## src/rtl/uart_tx_engine.sv

```systemverilog
// UART transmitter: 1 start, 8 data bits LSB first, even parity, 1 stop; own bit-period counter.
// Latency: TxD leaves idle the cycle after a write is accepted; a frame lasts 11 bit periods.
// Backpressure: writes are accepted only while idle and enabled; others are dropped, never queued.
module uart_tx_engine #(
    parameter int CLK_FREQ_HZ = 50_000_000
) (
    input  logic       clk,
    input  logic       reset,
    input  logic [2:0] baud_select,
    input  logic       Tx_EN,
    input  logic       Tx_WR,
    input  logic [7:0] Tx_DATA,
    output logic       TxD,
    output logic       Tx_BUSY,
    output logic       Tx_DONE
);

    // Bit-period divisors, truncated clock/baud ratios
    localparam logic [17:0] DIV_300    = 18'(CLK_FREQ_HZ / 300);
    localparam logic [17:0] DIV_1200   = 18'(CLK_FREQ_HZ / 1200);
    localparam logic [17:0] DIV_4800   = 18'(CLK_FREQ_HZ / 4800);
    localparam logic [17:0] DIV_9600   = 18'(CLK_FREQ_HZ / 9600);
    localparam logic [17:0] DIV_19200  = 18'(CLK_FREQ_HZ / 19200);
    localparam logic [17:0] DIV_38400  = 18'(CLK_FREQ_HZ / 38400);
    localparam logic [17:0] DIV_57600  = 18'(CLK_FREQ_HZ / 57600);
    localparam logic [17:0] DIV_115200 = 18'(CLK_FREQ_HZ / 115200);

    typedef enum logic [2:0] {
        ST_IDLE   = 3'd0,
        ST_START  = 3'd1,
        ST_DATA   = 3'd2,
        ST_PARITY = 3'd3,
        ST_STOP   = 3'd4
    } state_t;

    state_t      r_state;
    logic [7:0]  r_shift;
    logic        r_parity;
    logic [17:0] r_div;
    logic [17:0] r_cnt;
    logic [2:0]  r_bit_idx;
    logic        r_txd;
    logic        r_busy;
    logic        r_done;

    logic [17:0] w_div_sel;
    logic        w_bit_end;
    logic        w_accept;

    // Map the rate code to its bit period; only consulted at accept time
    always_comb begin
        w_div_sel = DIV_115200;
        case (baud_select)
            3'b000:  w_div_sel = DIV_300;
            3'b001:  w_div_sel = DIV_1200;
            3'b010:  w_div_sel = DIV_4800;
            3'b011:  w_div_sel = DIV_9600;
            3'b100:  w_div_sel = DIV_19200;
            3'b101:  w_div_sel = DIV_38400;
            3'b110:  w_div_sel = DIV_57600;
            default: w_div_sel = DIV_115200;
        endcase
    end

    // The latched divisor, not the live rate code, times the frame in flight
    assign w_bit_end = (r_cnt == (r_div - 18'd1));
    assign w_accept  = Tx_WR & Tx_EN;

    // Frame state machine; line, busy and done are registered alongside the state
    always_ff @(posedge clk or posedge reset) begin
        if (reset) begin
            r_state   <= ST_IDLE;
            r_shift   <= 8'd0;
            r_parity  <= 1'b0;
            r_div     <= 18'd0;
            r_cnt     <= 18'd0;
            r_bit_idx <= 3'd0;
            r_txd     <= 1'b1;
            r_busy    <= 1'b0;
            r_done    <= 1'b0;
        end else begin
            r_done <= 1'b0;
            if ((r_state != ST_IDLE) && !Tx_EN) begin
                // Enable dropped mid-frame: abandon it silently, no done pulse
                r_state   <= ST_IDLE;
                r_cnt     <= 18'd0;
                r_bit_idx <= 3'd0;
                r_txd     <= 1'b1;
                r_busy    <= 1'b0;
            end else begin
                case (r_state)
                    ST_IDLE: begin
                        r_txd  <= 1'b1;
                        r_busy <= 1'b0;
                        if (w_accept) begin
                            r_shift   <= Tx_DATA;
                            r_parity  <= ^Tx_DATA;
                            r_div     <= w_div_sel;
                            r_cnt     <= 18'd0;
                            r_bit_idx <= 3'd0;
                            r_txd     <= 1'b0;
                            r_busy    <= 1'b1;
                            r_state   <= ST_START;
                        end
                    end
                    ST_START: begin
                        if (w_bit_end) begin
                            r_cnt   <= 18'd0;
                            r_txd   <= r_shift[0];
                            r_state <= ST_DATA;
                        end else begin
                            r_cnt <= r_cnt + 18'd1;
                        end
                    end
                    ST_DATA: begin
                        if (w_bit_end) begin
                            r_cnt     <= 18'd0;
                            r_shift   <= {1'b0, r_shift[7:1]};
                            r_bit_idx <= r_bit_idx + 3'd1;
                            // Index wraps 7->0 exactly as the last data bit finishes
                            if (r_bit_idx == 3'd7) begin
                                r_txd   <= r_parity;
                                r_state <= ST_PARITY;
                            end else begin
                                r_txd <= r_shift[1];
                            end
                        end else begin
                            r_cnt <= r_cnt + 18'd1;
                        end
                    end
                    ST_PARITY: begin
                        if (w_bit_end) begin
                            r_cnt   <= 18'd0;
                            r_txd   <= 1'b1;
                            r_state <= ST_STOP;
                        end else begin
                            r_cnt <= r_cnt + 18'd1;
                        end
                    end
                    ST_STOP: begin
                        if (w_bit_end) begin
                            r_cnt   <= 18'd0;
                            r_txd   <= 1'b1;
                            r_busy  <= 1'b0;
                            r_done  <= 1'b1;
                            r_state <= ST_IDLE;
                        end else begin
                            r_cnt <= r_cnt + 18'd1;
                        end
                    end
                    default: begin
                        r_cnt     <= 18'd0;
                        r_bit_idx <= 3'd0;
                        r_txd     <= 1'b1;
                        r_busy    <= 1'b0;
                        r_state   <= ST_IDLE;
                    end
                endcase
            end
        end
    end

    assign TxD     = r_txd;
    assign Tx_BUSY = r_busy;
    assign Tx_DONE = r_done;

endmodule
```

## config.mk

```make
export PLATFORM = sky130hd
export DESIGN_NAME = uart_tx_engine
export DESIGN_NICKNAME = d
export VERILOG_FILES = /design/src/rtl/uart_tx_engine.sv
export SDC_FILE = /design/constraint.sdc
export NUM_CORES = 1
export LEC_CHECK = 0
export CAP_MARGIN = 20
export CORE_MARGIN = 2
export CORE_UTILIZATION = 35
export CTS_CLUSTER_SIZE = 8
export DETAILED_ROUTE_END_ITERATION = 10
export HOLD_SLACK_MARGIN = 0.08
export PLACE_DENSITY = 0.58
export SLEW_MARGIN = 0
export SYNTH_ARGS = -nofsm -noshare
export SYNTH_HDL_FRONTEND = slang
export SYNTH_SLANG_ARGS = --single-unit
```

## constraint.sdc

```tcl
create_clock -name clk -period 7.4 [get_ports clk]
set_input_delay 2.22 -clock clk [delete_from_list [all_inputs] [get_ports clk]]
set_output_delay 2.22 -clock clk [all_outputs]
set_load 0.02 [all_outputs]
```

**Word level (Yosys, flattened, before mapping)**

Cells that the tools add are included.

- Register bits after elaboration: 54
- Input port bits: 15
- Output and inout port bits: 3
- Logic and storage cells: 88

- Add/subtract/negate cells: 3
- Equal/unequal tests: 23
- Mux-type cells: 34
- Bitwise operators: 2
- Reductions and logical operators: 17

Operators with widths:

| kind | count |
|---|---|
| 18-bit one-hot mux with 7 select lines | 1 |
| 18-bit two-way mux | 3 |
| 18-bit one-hot mux with 2 select lines | 1 |
| 3-bit two-way mux | 10 |
| 18-bit by 1-bit adder with 18-bit output (second input constant) | 1 |
| 18-bit == test | 1 |
| 3-bit inequality test (second input constant) | 6 |
| 18-bit by 1-bit subtractor with 18-bit output (second input constant) | 1 |
| 8-bit two-way mux | 2 |
| 8-bit one-hot mux with 2 select lines | 1 |
| 3-bit == test (second input constant) | 5 |
| 3-bit one-hot mux with 5 select lines | 1 |
| 3-bit by 2-bit == test with 1-bit output (second input constant) | 4 |
| 1-bit two-way mux | 12 |
| 3-bit one-hot mux with 3 select lines | 1 |
| 3-bit AND reduction | 3 |
| 8-bit XOR reduction | 1 |
| 3-bit by 1-bit == test with 1-bit output (second input constant) | 2 |
| 3-bit logical NOT | 2 |
| 6-bit AND reduction | 1 |
| 3-bit OR reduction | 2 |
| 2-bit by 1-bit inequality test with 1-bit output (second input constant) | 2 |
| 2-bit inequality test (second input constant) | 2 |
| 1-bit one-hot mux with 4 select lines | 1 |
| other kinds (13) | 13 |

**Longest topological paths before layout**

Gate-level depths: netlist of the first run.

- Word-level depth: 5
- Depth in mapped cells: 12
- Depth with buffers taken out: 10

**Least setup slack after synthesis of the first run**

No wires, ideal clock.

- Path kind: input to register
- From: in Tx_EN
- To: reg r_shift[0]
- Data arrival time: 3367 ps
- Data required time: 7275 ps
- Slack: 3908 ps
- Stages: 4
- Buffers on the path: 0
- Cell sequence: nor2b_1 -> nand3_1 -> a22oi_4 -> mux2_4

- Cells in the longest elaborated chain, start to end: 4

RTL lines:

| element | line | RTL |
|---|---|---|
| start, declared | 10 | `input logic Tx_EN,` |
| parallel branches: the longest is 3 deep, another holds 2-bit inequality test | -- |  |
| 4-bit AND reduction (no source line) (*) | -- |  |
| end signal, assigned | 96 | `r_shift <= Tx_DATA;` |
| end signal, assigned | 118 | `r_shift <= {1'b0, r_shift[7:1]};` |
| end, declared | 37 | `logic [7:0] r_shift;` |

Every way passes the cells marked *.
A chain may end at the register's enable or synchronous reset.

**Worst setup path in the final report of the first run**

- From: in Tx_EN
- To: reg r_shift[4]

The elaborated chain is that of the path after synthesis.

==> run summary, run 1 <==
run status: complete, no violations
clock-pin slew on the worst setup and hold paths: 0.11 ns
Syn Inst Count: 341
minimum clock period: 4.71 ns
Max Slew Vio Count: 0
total power per unit cell area: 201 nW/um2
post-CTS setup buffer count: 0
DRT Pass-1 Iters: 4
Longest Clk Path Bufs: 2
critical path type: in2reg
synth-to-layout area growth: 10.3%
main area contributors after synthesis: dfrtp_1 39%, xnor2_1 5.5%, mux2_2 5.3%
die footprint: 9870 um2
Post-CTS Hold Buffers: 0
proportion of layout cells with a drive suffix above 1: 0.126
Seq cells post-synth: 51
Sum Neg Setup Slack: 0 ns
Core Rows: 34
placed cell area: 3410 um2
max cap viols: 0
crit-path cells: clkdlybuf4s50_1 -> nor2b_1 -> nand3_1 -> a22oi_4 -> mux2_4
final cell count without fillers: 457
PortBufs: 17
1st-iter DRT viols: 156
CTS tree: yes
initial antenna violation count: 0
Final Hold Vio Count: 0
M1 GR Usage: 0.199
CP Max Fanout: 25
Rel. slew slack: 0.405
Pint: 0.000469 W
Num CTS Buffers: 5
Critical R2R Capture: r_shift[4]
Critical R2R Launch: r_div[3]
worst min-delay path class: reg2reg
Post-DP HPWL: 4.89 mm
WP data arrival: 4.92 ns
share of total power in the clock network: 0.247
WL final: 6.63 mm
Sinks on Clock Net: 51
leading area contributor after synthesis: dfrtp_1
cell area after layout: 3510 um2
ANT cells: 0
CP max stage cell: clkdlybuf4s50_1
Top FF cell, synth: dfrtp_1
Die Span Y: 99.3 um
Cell Count Post-Placement: 449
r2r setup slk: 4.18 ns
total power: 0.000705 W
Yosys cell types: 51
vias in the first global route: 2332
CP startpoint kind: input port
async set-reset flop share out of synthesis: 1.00
CTS root buffer: clkbuf_8
cell area after synthesis: 3180 um2
clk_lat worst skew: 0.32 ns
hold endpoint: r_parity
max incr delay on CP: 0.69 ns
Post-route DRC: 0
vias post-DR: 2468
IO Pins: 18
Syn Area/Cell: 9.33 um2
via-per-instance ratio: 5.40
syn nets: 360
initial core utilization: 0.363
Layout Nets: 367
worst hold path depth: 2
Final setup viols: 0
Switching Share: 0.336
first-pass GRT wire length: 11.5 mm
Antenna Nets Post-Route: 0
worst path required time: 7.61 ns
Placeable Area: 8760 um2
Hold Startpoint: r_parity
fin crit share: 0.637
GRT met2 Usage: 0.226
Pleak: 1.50 nW
largest net degree at the start of global routing: 52
RSZ-0062 raised after global routing: no
Peak VDD IR: 0.0846 mV
most frequent cells after synthesis: 50 x dfrtp_1, 34 x nand2_1, 24 x nor2_1, 20 x xnor2_1, 17 x a21oi_1
average wire per standard cell: 14.5 um
part of the power in combinational logic: 0.250
Total GRT Usage: 0.143
Post-CTS Resized: 0
most frequent cell after synthesis: dfrtp_1
GP Congestion: 0.829
clock skew: 0.0144 ns
layer with the highest usage: met2
sequential element share of the synthesized area: 0.402
GRT overflow: 0
met3 Track Usage GR: 0.0253
die width: 99.3 um
Worst Tran Pin Value: 0.891 ns
fmax: 212 MHz
critical path endpoint category: flop
Flop pwr share: 0.503
# fillers: 878
EDFF count, synth: 0
Sw Pwr: 0.000237 W
worst reg2reg path depth: 8
Syn. warnings: 0
Synth top area share: 0.393
hold_ws: 0.512 ns
CTS H-tree lvls: 2
[critical path: cells and delay by family]
family / cells / cell delay [ns]
multiplexers: 1 / 0.34
AO/OA/AOI/OAI: 1 / 0.66
buffers and inverters: 1 / 0.69
AND/OR/NAND/NOR: 2 / 1.01
[cells by family (layout without fill, tap and decap cells)]
family	Yosys count	after routing	synth area share
buf+inv	27	35	0.0374
simple gates	135	135	0.224
xor+xnor	32	32	0.0881
mux	25	25	0.0956
fa+ha+maj	4	4	0.0157
compound gates	67	67	0.138
flops	51	51	0.402
[metrics by stage]
stage,setup WS [ns],utilization
2_1_floorplan,3.91,-
3_3_place_gp,2.43,0.389
3_5_place_dp,2.31,0.389
4_1_cts,2.64,0.400
5_1_grt,2.38,0.400
6_report,2.69,0.400
[cell usage in the layout (no fill, tap or decap), types with 3 or more instances in the layout]
cell type / n
nor2b_1: 3
or3_1: 3
nand2b_1: 8
and2_1: 4
nand4_1: 4
nand2_1: 34
mux2i_1: 3
nor4_1: 4
nor2_1: 24
and3_1: 13
a21o_1: 3
a22o_1: 3
mux2_4: 7
o21ai_0: 16
inv_1: 7
nor3_1: 8
a21oi_1: 17
nand3b_1: 3
dfrtp_1: 50
nand3_1: 16
xor2_1: 12
xnor2_1: 20
ha_1: 4
a211oi_1: 3
clkbuf_8: 5
a31oi_1: 10
mux2_2: 15
clkdlybuf4s50_1: 17
[final cells by class]
class | count | area [um2] | area share
multi-input cells | 263 | 1780 | 0.509
well taps | 108 | 135 | 0.0385
clock inverters | 3 | 26.3 | 0.00749
repair buffers | 19 | 185 | 0.0528
inverters | 8 | 30.0 | 0.00856
flip-flops and latches | 51 | 1280 | 0.364
clock buffers | 5 | 68.8 | 0.0196
[sequential cells by signal, indices dropped and copies added (netlist names)]
signal	count
TxD	1
r_parity	1
r_cnt	18
r_div	15
Tx_BUSY	1
r_shift	8
Tx_DONE	1
r_state	3
r_bit_idx	3
[layer usage]
metal,up-vias,routed length (um)
li1,1222,-
met1,1200,3280
met2,39,3050
met3,7,198
met4,0,99
met5,-,0
[how the worst max path moves through the flow]
stage,startpoint,slack (ns),to
after floorplan,Tx_EN,3.91,r_shift[0]
after global placement,Tx_EN,2.43,r_shift[3]
after detailed placement,Tx_EN,2.31,r_shift[4]
after CTS,Tx_EN,2.64,r_shift[4]
after global routing,Tx_EN,2.38,r_shift[4]
final,Tx_EN,2.69,r_shift[4]
[power by group through the flow]
stage,sequential [W],combinational [W],clock [W]
floorplan,0.000342,0.000150,0
global placement,0.000359,0.000174,0
detailed placement,0.000360,0.000178,0
CTS,0.000355,0.000179,0.000181
global route,0.000361,0.000198,0.000191
finish,0.000355,0.000176,0.000174
Power figures use the tool's default switching activity.
==> run 2, diff against run 1 <==
- clock period: 7.4 -> 4.83 ns (I/O delays scaled with it)
==> run 2 against run 1 <==
Utilization up 0.19 points. Register-to-register slack worse by 2.5 ns. Highest routed layer unchanged. Critical path depth up 1. Largest cell class unchanged. Critical path type unchanged.
==> run summary, run 2 (synthesized netlist as in run 1, its figures left out) <==
Switching Share: 0.334
CTS H-tree lvls: 2
cell area after layout: 3520 um2
clock skew: 0.0121 ns
Buf+Inv Stages, Crit Path: 2
# fillers: 899
via-per-instance ratio: 5.41
vias in the first global route: 2295
Sw Pwr: 0.000360 W
Rel. slew slack: 0.484
most common cell after layout, fill and taps aside: dfrtp_1
Sinks on Clock Net: 51
Pleak: 1.51 nW
total power per unit cell area: 306 nW/um2
die width: 99.3 um
Post-route DRC: 0
average wire per standard cell: 14.9 um
critical path type: in2reg
hold_ws: 0.523 ns
max FFs per register: 18
Final setup viols: 0
Final Hold Vio Count: 0
1st-iter DRT viols: 182
post-CTS setup buffer count: 0
Regs by FF count: r_cnt: 18 flops, r_div: 15 flops, r_shift: 8 flops
largest net degree at the start of global routing: 52
Pint: 0.000718 W
Post-CTS Hold Buffers: 0
pre-CTS WS: 1.15 ns
placed cell area: 3410 um2
PortBufs: 17
ANT cells: 0
initial antenna violation count: 0
critical path endpoint category: flop
Post-DP HPWL: 5.00 mm
Placeable Area: 8760 um2
first-pass GRT wire length: 11.7 mm
final cell count without fillers: 458
run status: complete, no violations
CP startpoint kind: input port
Critical R2R Launch: r_div[3]
Num CTS Buffers: 5
Max Slew Vio Count: 0
RSZ-0062 raised after global routing: no
Flop pwr share: 0.503
minimum clock period: 3.35 ns
Total GRT Usage: 0.147
Die Span Y: 99.3 um
WL final: 6.82 mm
Reg with most FFs: r_cnt
WP data arrival: 3.56 ns
Core Rows: 34
worst path required time: 5.04 ns
Final WS setup: 1.48 ns
most frequent cells in the layout: 50 x dfrtp_1, 34 x nand2_1, 24 x nor2_1
max incr delay on CP: 0.69 ns
Peak VDD IR: 0.128 mV
CP top delay family: buffers and inverters
initial core utilization: 0.363
GRT overflow: 0
DRT Pass-1 Iters: 4
proportion of layout cells with a drive suffix above 1: 0.129
Cell Count Post-Placement: 449
Worst Tran Pin Value: 0.768 ns
Sum Neg Setup Slack: 0 ns
max cap viols: 0
CP max stage cell: clkdlybuf4s50_1
synth-to-layout area growth: 10.8%
GP Congestion: 0.894
clock-pin slew on the worst setup and hold paths: 0.10 ns
part of the power in combinational logic: 0.256
Post-CTS Resized: 0
fin crit share: 0.694
Longest Clk Path Bufs: 2
IO Pins: 18
Hold Startpoint: r_shift[0]
vias post-DR: 2478
worst min-delay path class: reg2reg
CTS tree: yes
fmax: 298 MHz
crit-path cells: clkdlybuf4s50_1 -> nor2b_1 -> nand3_1 -> buf_4 -> a22oi_4 -> mux2_4
clk_lat worst skew: 0.31 ns
Critical Path Source: Tx_EN
die footprint: 9870 um2
share of total power in the clock network: 0.241
Antenna Nets Post-Route: 0
Layout Nets: 368
CP Max Fanout: 25
CTS root buffer: clkbuf_8
==> run 2: cell count changes in the layout (fill, tap and decap cells not counted) <==
cell / before / now
buf_12: 0 / 1
clkinv_2: 0 / 1
clkinv_4: 1 / 0
==> run 2: power groups by stage <==
| stage | logic, W | registers (W) | clock network, W |
|---|---|---|---|
| global route | 0.000309 | 0.000554 | 0.000282 |
| global placement | 0.000267 | 0.000548 | 0 |
| finish | 0.000275 | 0.000543 | 0.000260 |
| detailed placement | 0.000276 | 0.000549 | 0 |
| CTS | 0.000276 | 0.000542 | 0.000268 |
| floorplan | 0.000230 | 0.000524 | 0 |
==> run 2: final timing paths <==
kind                       slack, ns         end  cells after the start
setup / recovery                1.48  r_shift[1]                      6
hold / removal                  0.52  r_shift[0]                      1
setup reg to reg                1.68  r_shift[1]                      8
hold reg to reg                 0.52  r_shift[0]                      1
max in group asynchronous       2.80    r_div[4]                      3
min in group asynchronous       1.49    r_cnt[9]                      2
==> run 2: area by class of cell <==
cell class              count  area [um2]  share of cell area
clock inverters             3        22.5             0.00639
inverters                   8        30.0             0.00852
repair buffers             20         205              0.0582
flip-flops and latches     51        1280               0.363
clock buffers               5        68.8              0.0195
multi-input cells         263        1780               0.506
well taps                 108         135              0.0384
==> run 2: routing by layer <==
| metal | wire length, um | part of all wire | GRT usage |
|---|---|---|---|
| met2 | 3120 | 0.46 | 0.222 |
| met3 | 268 | 0.039 | 0.0253 |
| met1 | 3360 | 0.49 | 0.220 |
| met5 | 0 | 0 | 0 |
| met4 | 63 | 0.0092 | 0.0348 |
==> run 2: stage by stage <==
step	utilization	power, W
floorplan	-	0.000755
global placement	0.389	0.000816
detailed placement	0.389	0.000825
CTS	0.400	0.00109
global route	0.402	0.00114
finish	0.402	0.00108
==> run 3, diff against run 2 <==
- clock period: 4.83 -> 3.16 ns (I/O delays scaled with it)
==> run 3 against run 2 <==
Count of clock-buffer cells in the layout up 2. Clock skew shrank 0.0057 ns. Sequential cell count unchanged. Final area rose by 4.0%. Sequential power up 49%. Power increased by 59%. Critical path depth up 3. Cell count increased by 2.6%. Critical endpoint unchanged. Sequential share of layout area is 1.4 points lower. Via count rose by 1.0%. Non-clock buffer count grew 12.
==> run summary, run 3 (synthesized netlist as in run 1, its figures left out) <==
hold endpoint: r_parity
first-pass GRT wire length: 11.7 mm
r2r setup slk: 0.13 ns
worst hold path depth: 2
CP max stage cell: or4_1
via-per-instance ratio: 5.33
# fillers: 879
DRT Pass-1 Iters: 4
CP startpoint kind: flop
1st-iter DRT viols: 137
GRT overflow: 0
Hold Startpoint: r_parity
IO Pins: 18
WP data arrival: 3.23 ns
total power per unit cell area: 469 nW/um2
Post-route DRC: 0
Layout Nets: 380
Rel. slew slack: 0.621
die footprint: 9870 um2
run status: complete, no violations
Regs by FF count: r_cnt: 18 flops, r_div: 15 flops, r_shift: 8 flops
Buf+Inv Stages, Crit Path: 1
GRT met2 Usage: 0.231
Pleak: 1.58 nW
die width: 99.3 um
Longest Clk Path Bufs: 2
CTS root buffer: clkbuf_8
Register Area: 1280 um2
GP Congestion: 0.876
most common cell after layout, fill and taps aside: dfrtp_1
proportion of layout cells with a drive suffix above 1: 0.166
clock skew: 0.00638 ns
Die Span Y: 99.3 um
max incr delay on CP: 0.55 ns
Post-DP HPWL: 5.19 mm
final cell count without fillers: 470
worst reg2reg path depth: 9
minimum clock period: 3.03 ns
Final setup viols: 0
most frequent cells in the layout: 50 x dfrtp_1, 34 x nand2_1, 24 x nor2_1
Cell Count Post-Placement: 460
Sinks on Clock Net: 51
Sum Neg Setup Slack: 0 ns
critical path type: reg2reg
Worst Tran Pin Value: 0.568 ns
CP top delay family: simple AND/OR/NAND/NOR gates
initial core utilization: 0.363
worst min-delay path class: reg2reg
hold_ws: 0.493 ns
Peak VDD IR: 0.212 mV
CP Max Fanout: 8
max FFs per register: 18
synth-to-layout area growth: 15.3%
Antenna Nets Post-Route: 0
critical path endpoint category: flop
crit-path cells: or4_1 -> nor4_2 -> nand3_1 -> a22oi_2 -> nor4b_4 -> nand2_2 -> a22oi_4 -> buf_12 -> mux2_4
initial antenna violation count: 0
average wire per standard cell: 14.9 um
vias in the first global route: 2393
total power: 0.00172 W
ANT cells: 0
vias post-DR: 2503
clk_lat worst skew: 0.31 ns
PortBufs: 17
M1 GR Usage: 0.210
Max Slew Vio Count: 0
layer with the highest usage: met2
largest net degree at the start of global routing: 29
max cap viols: 0
fin crit share: 0.958
Final Hold Vio Count: 0
Total GRT Usage: 0.146
Core Rows: 34
CTS H-tree lvls: 2
cell depth of the worst setup path: 9
fmax: 330 MHz
Placeable Area: 8760 um2
worst path required time: 3.36 ns
CTS tree: yes
WL final: 7.00 mm
Num CTS Buffers: 5
clock-pin slew on the worst setup and hold paths: 0.09 ns
Reg with most FFs: r_cnt
area occupied by multi-input gates: 1810 um2
Critical R2R Capture: r_shift[1]
Post-CTS Hold Buffers: 0
met3 Track Usage GR: 0.0253
Critical R2R Launch: r_div[9]
run 3: final cells by class:
| type | count | area share |
|---|---|---|
| sequential | 51 | 0.348 |
| tap | 108 | 0.0369 |
| inverter | 8 | 0.00819 |
| multi-input combinational | 263 | 0.494 |
| clock inverter | 1 | 0.00205 |
| clock buffer | 7 | 0.0263 |
| timing repair buffer | 32 | 0.0840 |
run 3: how the worst max path moves through the flow:
stage                   from           end  slack (ns)
floorplan           r_div[3]    r_shift[0]        0.28
global placement    r_div[3]    r_shift[3]        0.21
detailed placement  r_div[9]    r_shift[1]        0.15
CTS                 r_div[5]  r_bit_idx[2]        0.12
global route        r_div[9]    r_shift[2]      -0.004
finish              r_div[9]    r_shift[1]        0.13
run 3: power breakdown:
| part | leakage, nW | internal, W | switching (W) |
|---|---|---|---|
| clock | 0.0505 | 0.000200 | 0.000221 |
| sequential | 0.667 | 0.000733 | 0.0000766 |
| combinational | 0.864 | 0.000235 | 0.000253 |
run 3: tightest hold or removal path, delay by kind of cell (launching register included):
| kind | cells | cell delay (ns) |
|---|---|---|
| and+or+nand+nor | 1 | 0.05 |
| AOI/OAI and AO/OA | 1 | 0.06 |
| DFF | 1 | 0.35 |
run 3: through the flow:
step                      utilization  cell area, um2  worst slack (ns)
after detailed placement        0.400            3510             0.145
final                           0.418            3670             0.133
after floorplan                     -            3180             0.285
after global placement          0.400            3510             0.205
after global routing            0.418            3670          -0.00431
after CTS                       0.412            3610             0.118
run 3: timing repair:
action                     4_1_cts  5_1_grt
buffers inserted                 0        2
setup endpoints to repair        0       10
gates resized for setup          0        4
run 3: routing by layer:
layer / up-vias / wire [um]
met4: 0 / 69
li1: 1246 / -
met1: 1219 / 3630
met5: - / 0
met2: 32 / 3130
met3: 6 / 159
